[config.mk]
export PLATFORM = sky130hd
export DESIGN_NAME = core_sequencer
export DESIGN_NICKNAME = d
export VERILOG_FILES = /design/src/rtl/core_sequencer.sv
export SDC_FILE = /design/constraint.sdc
export NUM_CORES = 1
export LEC_CHECK = 0
export ABC_AREA = 1
export CORE_UTILIZATION = 30
export DETAILED_ROUTE_END_ITERATION = 10
export MAX_ROUTING_LAYER = met4
export PLACE_DENSITY_LB_ADDON = 0.3
export SYNTH_ARGS = -nofsm -noshare
export SYNTH_HDL_FRONTEND = slang
export SYNTH_SLANG_ARGS = --single-unit
[constraint.sdc]
create_clock -name clk -period 1.9 [get_ports clk]
set_input_delay 0.19 -clock clk [delete_from_list [all_inputs] [get_ports clk]]
set_output_delay 0.19 -clock clk [all_outputs]
set_load 0.02 [all_outputs]
[src/rtl/core_sequencer.sv]
// Multi-cycle instruction sequencer: fetch, decode, execute, optional memory
// access and write-back, with per-access ready timeouts and a sticky error state.
module core_sequencer #(
    parameter int DATA_WIDTH = 32,
    parameter int TIMEOUT    = 255
) (
    input  logic                  clk,
    input  logic                  arst_n,
    input  logic                  en,
    output logic                  imem_req,
    input  logic                  imem_ready,
    input  logic [DATA_WIDTH-1:0] imem_rdata,
    output logic [DATA_WIDTH-1:0] instr,
    input  logic                  memread,
    input  logic                  memwrite,
    input  logic                  regwrite_in,
    input  logic                  pc_write_in,
    output logic                  dmem_req,
    output logic                  dmem_we,
    input  logic                  dmem_ready,
    output logic                  regwrite_out,
    output logic                  pc_write_out,
    output logic [2:0]            state,
    output logic [31:0]           instr_count,
    output logic                  busy,
    output logic                  err
);

    typedef enum logic [2:0] {
        S_IDLE   = 3'd0,
        S_FETCH  = 3'd1,
        S_DECODE = 3'd2,
        S_EXEC   = 3'd3,
        S_MEM    = 3'd4,
        S_WB     = 3'd5,
        S_ERROR  = 3'd6
    } state_t;

    // The cycle in which the counter would reach TIMEOUT is the last chance for ready.
    localparam logic [7:0] WAIT_LAST = 8'(TIMEOUT - 1);

    state_t                st_q;
    logic [DATA_WIDTH-1:0] instr_q;
    logic [31:0]           count_q;
    logic [7:0]            wait_q;

    always_ff @(posedge clk) begin
        if (!arst_n) begin
            st_q    <= S_IDLE;
            instr_q <= '0;
            count_q <= '0;
            wait_q  <= '0;
        end else begin
            case (st_q)
                S_IDLE: begin
                    if (en) begin
                        st_q   <= S_FETCH;
                        wait_q <= '0;
                    end
                end
                S_FETCH: begin
                    if (imem_ready) begin
                        instr_q <= imem_rdata;
                        st_q    <= S_DECODE;
                    end else begin
                        wait_q <= wait_q + 8'd1;
                        if (wait_q == WAIT_LAST) st_q <= S_ERROR;
                    end
                end
                S_DECODE: st_q <= S_EXEC;
                S_EXEC: begin
                    if (memread && memwrite) begin
                        st_q <= S_ERROR;
                    end else if (memread || memwrite) begin
                        st_q   <= S_MEM;
                        wait_q <= '0;
                    end else begin
                        st_q <= S_WB;
                    end
                end
                S_MEM: begin
                    if (dmem_ready) begin
                        st_q <= S_WB;
                    end else begin
                        wait_q <= wait_q + 8'd1;
                        if (wait_q == WAIT_LAST) st_q <= S_ERROR;
                    end
                end
                S_WB: begin
                    count_q <= count_q + 32'd1;
                    if (en) begin
                        st_q   <= S_FETCH;
                        wait_q <= '0;
                    end else begin
                        st_q <= S_IDLE;
                    end
                end
                S_ERROR: st_q <= S_ERROR;
                default: st_q <= S_ERROR;
            endcase
        end
    end

    // Strobes are pure decodes of the current state so they can never outlive it.
    assign imem_req     = (st_q == S_FETCH);
    assign dmem_req     = (st_q == S_MEM);
    assign dmem_we      = (st_q == S_MEM) && memwrite;
    assign regwrite_out = (st_q == S_WB) && regwrite_in;
    assign pc_write_out = (st_q == S_WB) && pc_write_in;
    assign state        = st_q;
    assign instr        = instr_q;
    assign instr_count  = count_q;
    assign busy         = (st_q != S_IDLE) && (st_q != S_ERROR);
    assign err          = (st_q == S_ERROR);

endmodule

Yosys cells after proc, flatten, opt, wreduce, memory -nomap -nowiden:

Index checks and enable logic that the tools add are counted.

* register bits: 75
* input port bits: 41
* output and inout bits: 74
* word-level logic and storage cells: 46

* $add $sub $neg: 2
* equal/unequal tests: 14
* muxes and demuxes: 14
* reduce and logical (&&, ||, !) cells: 12

Operators with widths (count)
* two-way mux 8 bit: 5
* adder 32 x 1 -> 32 bit (second input constant): 1
* one-hot mux 8 bit (4 select lines): 1
* one-hot mux 3 bit (6 select lines): 1
* two-way mux 3 bit: 4
* inequality test 2 bit (second input constant): 5
* == test 3 bit (second input constant): 3
* adder 8 x 1 -> 8 bit (second input constant): 1
* == test 8 bit (second input constant): 1
* == test 3 x 2 -> 1 bit (second input constant): 2
* AND reduction 6 bit: 1
* logical AND 1 bit: 5
* nonzero test 4 bit: 1
* == test 3 x 1 -> 1 bit (second input constant): 1
* logical NOT 3 bit: 1
* inequality test 3 bit (second input constant): 1
* nonzero test 3 bit: 1
* two-way mux 1 bit: 2
* two-way mux 2 bit: 1
* inequality test 2 x 1 -> 1 bit (second input constant): 1
* AND reduction 2 bit: 1
* OR reduction 2 bit: 1
* logical OR 1 bit: 1

Depth between registers and ports, before layout:

* depth after elaboration: 4
* mapped depth: 11
* gate-level depth less buffers: 11

Worst setup path after synthesis:

No wires, ideal clock.

* kind: register to register
* start: reg count_q[0], in the netlist instr_count[0]
* end: reg count_q[30], in the netlist instr_count[30]
* data arrival time: 1.492 ns
* data required time: 1.782 ns
* setup slack: 0.290 ns
* cell stages (with the launch flop): 9
* buffers on the path: 0
* cell sequence: dfxtp_1 -> ha_1 -> nand3_1 -> nor2_8 -> nand3_4 -> nor2_4 -> nand2_2 -> nor3_1 -> nor2_1

* word-level cells in the longest chain between the ends: 1

Ends and longest elaborated chain
* from (decl): line 44 `logic [31:0] count_q;`
* from (signal assigned): line 90 `count_q <= count_q + 32'd1;`
* adder 32 x 1 -> 32 bit: line 90

No other way between the ends.
A chain may end at the register's enable or synchronous reset.

Final worst setup path:

* start: reg st_q[0], in the netlist state[0]
* end: out dmem_we

* word-level cells in the longest chain between the ends: 2

Ends and longest elaborated chain
* from (decl): line 42 `state_t st_q;`
* from (signal assigned): line 49 `st_q <= S_IDLE;`
* from (signal assigned): line 57 `st_q <= S_FETCH;`
* from (signal assigned): line 64 `st_q <= S_DECODE;`
* == test 3 bit: line 107 `assign dmem_we = (st_q == S_MEM) && memwrite;`
* logical AND 1 bit: line 107
* to (decl): line 19 `output logic dmem_we,`

No other way between the ends.

==> metrics.md <==
| Metric | Value |
|---|---|
| Share of layout cells above drive strength 1 | 7.87% |
| Required @ worst endpoint | 1.71 ns |
| CP Max Fanout | 7 |
| Drt drc | 15 |
| # IOs | 115 |
| YS warnings | 0 |
| Detail Route met2 WL | 4520 um |
| Die area | 12600 um^2 |
| Core Rows | 39 |
| Crit-path slowest cell | dfxtp_1 |
| Clock Path Buffers | 2 |
| Pre-CTS setup slack | 0.188 ns |
| Status | finished, violations left |
| Final setup viols | 0 |
| Post-route ant nets | 0 |
| Register bit count reported by yosys | 75 |
| Pwr dens | 811 nW/um^2 |
| WHS Path Cells | 4 |
| Worst R2R Path Depth | 8 |
| Combinational Power Share | 17.1% |
| Sequential element share of the synthesized area | 41.1% |
| Crit path capture type | primary output |
| Routed via count | 3727 |
| DRT Pass-1 Iters | 7 |
| Initial antenna violation count | 0 |
| Synth Instances | 539 |
| Netlist Area Pre-Place | 3650 um^2 |
| Number of hold violations in the final report | 0 |
| First-pass GRT wire length | 16900 um |
| CTS Buf Count | 9 |
| Synth cell types | 27 |
| Final period utilization | 89.5% |
| Unrepaired setup endpoints after global routing | no |
| Worst-path cell chain | nor2_2 > nand2_1 > nor2_1 > dlygate4sd2_1 |
| Pin count of the biggest net entering global routing | 34 |
| Highest routed layer | met4 |
| Slew at the pin closest to its max-slew limit | 0.555 ns |
| Slew margin rel. | 63.0% |
| Min Tclk post-route | 1.70 ns |
| WP data arrival | 1.51 ns |
| Hold Crit Class | in2reg |
| Seq pwr share | 40.3% |
| VDD IR max | 0.407 mV |
| M1 wire length | 4580 um |
| Setup Buffers After CTS | 0 |
| Final #Nets | 700 |
| Leak | 2.07 nW |
| Setup_tns | 0 ns |
| Initial Utilization | 31.4% |
| Final setup margin | 0.199 ns |
| Failing checks | DRC |
| DIE HEIGHT | 112 um |
| GR Overflow Total | 0 |
| Switch Pwr | 1.14 mW |
| Post-CTS Hold Buffers | 0 |
| GRT Util Overall | 17.3% |
| Startpoint Class | register |
| Buf+Inv Stages, Crit Path | 1 |
| Fillers | 1144 |
| Std-Cell Core Area | 11600 um^2 |
| I/O Buffers | 114 |
| Syn Nets | 583 |
| Worst Skew | 0.00391 ns |
| Worst R2R End | instr_count[30] |
| Iteration-0 DRC Markers | 331 |
| Internal power | 3.13 mW |
| Worst-path clk slew | 0.06 ns |
| RePlAce Congestion | 0.870 |
| CP delay by family, top | simple AND/OR/NAND/NOR gates |
| Hold path endpoint | instr_count[15] |
| Crit path kind | reg2out |
| N_diodes | 0 |
| WL final | 10000 um |
| Sw Share | 26.7% |
| Peak Freq | 588 MHz |
| Max-cap check violation count | 0 |
| Root Driver | clkbuf_16 |
| DP HPWL | 7390 um |
| Via density | 4.64 |
| Synthesis-to-finish area growth | 44.2% |
| Vias in the first global route | 3543 |
| Avg Cell Area, Syn | 6.77 um^2 |
| R2R Setup Slk | 0.26 ns |
| Clock group share of total power | 42.6% |
| CTS tree | yes |
| Clk sink count | 75 |
| R2r startpoint | state[0] |
| Worst path max stage delay | 0.38 ns |
| WL/cell | 12.5 um |
| Met3 wire length | 800 um |
| Final slew viol count | 0 |
| Worst-Skew Late Latency | 0.34 ns |
| Die Width | 112 um |
| Hold_sp | arst_n |
| H-tree Lvls | 3 |
power groups by stage:
stage	Sequential (mW)	Clock (mW)	Combinational, mW
2_1_floorplan	1.84	0	0.314
3_3_place_gp	1.75	0	0.737
3_5_place_dp	1.75	0	0.742
4_1_cts	1.72	1.87	0.739
5_1_grt	1.73	1.94	0.809
6_report	1.72	1.82	0.732
cell type report:
type	count	area (um^2)	area share, %
Inverter	58	218	4.14
Clock buffer	9	225	4.28
Sequential cell	75	1500	28.6
Tap cell	143	179	3.40
Timing Repair Buffer	120	1180	22.3
Multi-Input combinational cell	392	1870	35.5
Clock inverter	7	92.6	1.76
sequential cells by signal, indices dropped and copies added (netlist names):
name and cells:
instr 32, instr_count 32, state 3, wait_q 8
logic make-up after synthesis:
group,after synthesis,share of synthesized area [%]
AO/OA/AOI/OAI,81,11.7
AND/OR/NAND/NOR,300,36.5
adder cells (fa/ha/maj),3,1.03
buffers and inverters,72,7.75
XOR/XNOR,8,1.92
flip-flops,75,41.1
synthesized netlist by cell type:
| cell | count | area [um^2] |
|---|---|---|
| nand3_4 | 1 | 17.5 |
| nand2_4 | 2 | 22.5 |
| nand3_1 | 22 | 110 |
| nor3_1 | 6 | 30.0 |
| o21ai_0 | 51 | 255 |
| xnor2_1 | 2 | 17.5 |
| a21oi_4 | 1 | 16.3 |
| nand4_1 | 12 | 75.1 |
| nor2_4 | 5 | 56.3 |
| buf_2 | 4 | 20.0 |
| nand3_2 | 4 | 40.0 |
| nand2_2 | 3 | 18.8 |
| a21oi_1 | 23 | 115 |
| clkbuf_1 | 9 | 33.8 |
| nand2_1 | 103 | 387 |
| buf_6 | 1 | 11.3 |
| a31oi_1 | 3 | 18.8 |
| ha_1 | 3 | 37.5 |
| nor2_8 | 2 | 40.0 |
| nor2_2 | 4 | 25.0 |
| o21bai_1 | 2 | 15.0 |
| inv_1 | 54 | 203 |
| inv_2 | 4 | 15.0 |
| dfxtp_1 | 75 | 1500 |
| nor2_1 | 136 | 510 |
| o21ai_1 | 1 | 5.00 |
| xor2_1 | 6 | 52.6 |
worst register-to-register path: stages, from the launching register on:
cell,delay (ns)
dfxtp_1,0.47
nand3_2,0.19
buf_4,0.22
nor2_8,0.12
nand3_4,0.10
nor2_4,0.15
nand2_2,0.08
nor3_1,0.14
nor2_1,0.07
repair_timing:
action	4_1_cts	5_1_grt
gates resized for setup	9	1
cloned	0	0
endpoints found under the setup margin	7	1
layout by cell type (no fill, tap or decap), types with 2 or more instances in the layout:
master and count:
o21ai_0 51, nand3_2 4, o21bai_1 2, dfxtp_2 2
nand3_1 22, clkinv_2 3, inv_1 54, nor2_2 5
clkdlybuf4s50_1 106, inv_2 4, a21oi_1 23, xor2_1 6
nor3_1 6, nor2_1 135, buf_4 6, a31oi_1 3
nand4_1 12, ha_1 3, nand2_1 103, bufinv_16 2
clkbuf_16 9, nand2_2 3, dlygate4sd2_1 6, xnor2_1 2
dfxtp_1 73, nand2_4 2, nor2_8 2, nor2_4 5
clkinv_4 2
worst max-delay path by stage:
| stage | from | end | slack (ns) | depth (start not counted) |
|---|---|---|---|---|
| detailed placement | state[2] | instr_count[30] | 0.19 | 8 |
| global placement | memwrite | dmem_we | 0.23 | 4 |
| floorplan | instr_count[0] | instr_count[30] | 0.29 | 8 |
| global route | state[0] | dmem_we | 0.08 | 4 |
| finish | state[0] | dmem_we | 0.20 | 4 |
| CTS | state[1] | err | 0.03 | 3 |
per-layer routing:
layer | global-route usage, % | vias to the layer above
met5 | - | -
li1 | - | 1942
met3 | 4.70 | 13
met1 | 21.0 | 1644
met4 | 6.22 | 0
met2 | 27.5 | 128
stage by stage:
stage / cells / instance area [um^2] / power (mW) / utilization (%) / hold WS (ns)
detailed placement: 788 / 4940 / 2.49 / 42.6 / 0.471
global route: 804 / 5260 / 4.48 / 45.3 / 0.387
floorplan: 539 / 3650 / 2.15 / - / 0.353
CTS: 804 / 5260 / 4.33 / 45.3 / 0.364
global placement: 788 / 4940 / 2.48 / 42.6 / 0.464
finish: 804 / 5260 / 4.27 / 45.3 / 0.375
Note: power is estimated with default switching activity, not from simulation.
==> RTL edit 1, RTL diff (same flow settings) <==
`DATA_WIDTH`: 32 -> 40.
--- a/src/rtl/core_sequencer.sv
+++ b/src/rtl/core_sequencer.sv
@@ -1,7 +1,7 @@
 // Multi-cycle instruction sequencer: fetch, decode, execute, optional memory
 // access and write-back, with per-access ready timeouts and a sticky error state.
 module core_sequencer #(
-    parameter int DATA_WIDTH = 32,
+    parameter int DATA_WIDTH = 40,
     parameter int TIMEOUT    = 255
 ) (
     input  logic                  clk,
Ports: changed (resized imem_rdata and instr); port bits go from 115 to 131. No check against the original RTL was run, so the function may have changed too.
==> RTL edit 1 against the unedited design <==
Wire length increased by 11%. Worst setup slack worse by 0.085 ns. Final area increased by 8.6%. Total power grew 5.8%. Synthesized area is 7.9% higher. Die area rose by 7.7%. First-iteration DRC count shrank 48%. Sequential cell count rose by 8.
==> RTL edit 1: results <==
set metrics [dict create \
    place_hpwl_um 8290 \
    worstPathArrival_ns 1.60 \
    cts_setup_buffers 0 \
    largest_reg_flops 40 \
    dr.pass1.iters 5 \
    power.leakage_nw 2.27 \
    htreeDepth 3 \
    clkLatencyLatePin_ns 0.33 \
    path_max_fanout 8 \
    tritoncts.num_buffers 9 \
    async_flop_share_pct 0 \
    yosysUniqueCellTypes 36 \
    finalSetupViolations 0 \
    yosysSeqAreaShare_pct 42.2 \
    gp_congestion 0.913 \
    cts-root-buf "clkbuf_16" \
    drive_gt1_share_pct 6.96 \
    seq_power_share_pct 42.3 \
    syn_nets 635 \
    via_per_inst 4.61 \
    swShare_pct 27.3 \
    drt-initial-drc-count 173 \
    finalClockSkew_ns 0.00979 \
    grt_max_degree 65 \
    layout.nets 765 \
    status "completed" \
    yosys-top-cells-area "dfxtp_1 (42%), nor2_1 (14%), nand2_1 (10%), o21ai_0 (6.6%), inv_1 (5.1%)" \
    synthTopCellsByCount "nor2_1 (151), nand2_1 (109), dfxtp_1 (83)" \
    worstHoldPathType "in -> reg" \
    io_buffer_count 130 \
    yosysWarnings 0 \
    power_clock_mw 1.75 \
    worstMarginPinSlew_ns 0.642 \
    wirelength_um 11200 \
    grt_pass1_vias 3823 \
    cp-start-kind "flop" \
    antenna_found_initial 0 \
    track_usage_pct 16.9 \
    place_area_sq_um 5410 \
    ir_drop_v 0.000538 \
    cts_buffer_depth 2 \
    clk_pin_slew_worst_paths_ns 0.06 \
    grt_pass1_wl_um 17600 \
    insertedDiodeCount 0 \
]
RTL edit 1: cell types whose count changed in the layout (fill, tap and decap cells not counted), moves of 2 or more:
| cell | unedited run | this run |
|---|---|---|
| clkdlybuf4s50_1 | 106 | 123 |
| nor2_1 | 135 | 151 |
| dfxtp_1 | 73 | 80 |
| nand2_1 | 103 | 109 |
| a21oi_1 | 23 | 28 |
| nor2_2 | 5 | 2 |
| xor2_1 | 6 | 3 |
| a31oi_1 | 3 | 1 |
| and2_1 | 0 | 2 |
| dlygate4sd2_1 | 6 | 4 |
| nand3_2 | 4 | 2 |
| nor3_2 | 0 | 2 |
| o21a_1 | 0 | 2 |
RTL edit 1: cells by family after synthesis:
logic type,Yosys count,synth area share [%]
DFF,83,42.2
adders and majority gates,3,0.954
xor gates and xnor gates,6,1.34
and+or+nand+nor,324,35.7
AOI/OAI and AO/OA,89,11.8
buffers and inverters,78,8.01
RTL edit 1: what timing repair did:
action,4_1_cts,5_1_grt
endpoints found under the setup margin,7,2
gates resized for setup,6,3
pin swaps,0,0
RTL edit 1: per-layer routing:
layer | vias up | global-route usage, % | wire, um
li1 | 2108 | - | -
met1 | 1860 | 20.7 | 4980
met2 | 118 | 27.1 | 5330
met3 | 16 | 3.37 | 662
met4 | 0 | 6.84 | 176
met5 | - | - | 0
RTL edit 1: critical path, stage by stage (launching register included):
cell and delay, ns:
dfxtp_2 0.42, nand2_1 0.09, nor2_1 0.13, clkdlybuf4s50_1 0.64
RTL edit 1: worst paths after layout:
| kind | to | slack (ns) | from | cells past startpoint |
|---|---|---|---|---|
| worst min-delay path | wait_q[5]$_SDFFE_PN0P_ | 0.45 | arst_n | 3 |
| worst min register to register | instr_count[7]$_SDFFE_PN0N_ | 0.48 | instr_count[7]$_SDFFE_PN0N_ | 2 |
| worst max register to register | instr_count[20]$_SDFFE_PN0N_ | 0.18 | instr_count[0]$_SDFFE_PN0N_ | 8 |
| worst max-delay path | err | 0.11 | state[1]$_SDFFE_PN0P_ | 3 |
RTL edit 1: per-stage QoR:
step / power [mW] / std cells / util [%] / hold slack (ns) / setup slack [ns]
2_1_floorplan: 2.41 / 583 / - / 0.357 / 0.283
6_report: 4.52 / 890 / 44.9 / 0.451 / 0.113
5_1_grt: 4.74 / 890 / 44.9 / 0.492 / 0.0372
3_5_place_dp: 2.82 / 874 / 42.5 / 0.472 / 0.195
3_3_place_gp: 2.80 / 874 / 42.5 / 0.464 / 0.222
4_1_cts: 4.59 / 890 / 44.9 / 0.471 / 0.00102
RTL edit 1: area by class of cell:
type                            count  area [sq um]
Timing Repair Buffer              136          1340
Inverter                           61           230
Multi-Input combinational cell    422          1960
Clock buffer                       10           239
Tap cell                          172           215
Clock inverter                      6          65.1
Fill cell                        1360          7010
Sequential cell                    83          1670
==> RTL edit 2, RTL diff (config.mk and constraints unchanged) <==
Without the edit above. Put one more register stage on the output `instr_count`, with the module's reset. The value now appears one clock later. The other outputs are not delayed to match.
--- a/src/rtl/core_sequencer.sv
+++ b/src/rtl/core_sequencer.sv
@@ -109,7 +109,13 @@
     assign pc_write_out = (st_q == S_WB) && pc_write_in;
     assign state        = st_q;
     assign instr        = instr_q;
-    assign instr_count  = count_q;
+    always_ff @(posedge clk) begin
+        if (!arst_n) begin
+            instr_count <= '0;
+        end else begin
+            instr_count <= count_q;
+        end
+    end
     assign busy         = (st_q != S_IDLE) && (st_q != S_ERROR);
     assign err          = (st_q == S_ERROR);
 
Check against the original RTL: not equivalent (Yosys sat finds a counterexample within 10 cycles, from zero or initial values and one cycle with arst_n low).
==> RTL edit 2 against the unedited design <==
Final area grew 17%. Critical path type unchanged. Worst setup slack lost 0.045 ns. Sequential cell count rose by 32. Wire length rose by 3.9%. Core utilization is 2.8 points lower. Total power rose by 24%. Critical path depth is 2 lower. Synthesized area rose by 23%. Global-route usage decreased by 2.6 points. Highest routed layer unchanged.
==> RTL edit 2: results <==
set metrics [dict create \
    status "completed" \
    syn_nets 675 \
    dr.pass1.iters 4 \
    comb.multi_input.count 407 \
    nNonClkBuffers 124 \
    slew_headroom_pct 68.3 \
    fill_cells 1531 \
    synth_xor_area_share_pct 1.37 \
    clock_sinks 107 \
    avgSynthCellArea_sq_um 7.09 \
    track_usage_pct 14.7 \
    gp_congestion 0.831 \
    post-place-ws_ns 0.124 \
    wire_per_inst_um 11.2 \
    worst-r2r-cell-count 9 \
    place_hpwl_um 7460 \
    layout.clock.cell_area_share_pct 5.46 \
    tap_cells 184 \
    synthAdderAreaFrac_pct 0.839 \
    clkbuf_count 10 \
    grt_pass1_vias 3585 \
    r2r_slack_ns 0.22 \
    met2_usage_pct 23.5 \
    buf_share_pct 19.7 \
    endpoint "state[2]" \
    drive_gt1_share_pct 6.40 \
    whs_ns 0.158 \
    multi_input_area_share_pct 30.5 \
    path_max_fanout 8 \
    synthTopCellsByCount "nand2_1 (131), nor2_1 (128), dfxtp_1 (107)" \
    grt_pass1_wl_um 17000 \
    synth_top_area_share_pct 47.9 \
    finalCriticalPeriod_ns 1.75 \
    fin_area_sq_um 6180 \
    yosysSeqAreaShare_pct 47.9 \
    synth_compound_area_share_pct 9.12 \
    layout.nets 791 \
    hold_path_end "count_q[1]$_SDFFE_PN0N_" \
]
-- RTL edit 2: cell count changes in the layout (fill, tap and decap cells not counted), moves of 3 or more --
cell / before / now
inv_1: 54 / 93
dfxtp_1: 73 / 106
nand2_1: 103 / 130
nor2_1: 135 / 127
nand3_1: 22 / 29
nand4_1: 12 / 8
buf_4: 6 / 9
clkinv_2: 3 / 0
-- RTL edit 2: where the power goes --
| part | switching, mW | leakage (nW) | internal (mW) |
|---|---|---|---|
| Combinational | 0.425 | 1.67 | 0.332 |
| Sequential | 0.0561 | 0.866 | 2.33 |
| Clock | 0.834 | 0.165 | 1.32 |
-- RTL edit 2: what timing repair did --
| item | CTS | global route |
|---|---|---|
| hold buffers | 0 | 0 |
| setup buffers | 0 | 0 |
| setup endpoints to repair | 7 | 1 |
| pin swaps | 0 | 0 |
| gates resized for setup | 10 | 1 |
-- RTL edit 2: critical path, cell delays in order (launching register included) --
cell and delay (ns):
dfxtp_2 0.43, buf_4 0.15, clkdlybuf4s50_1 0.63
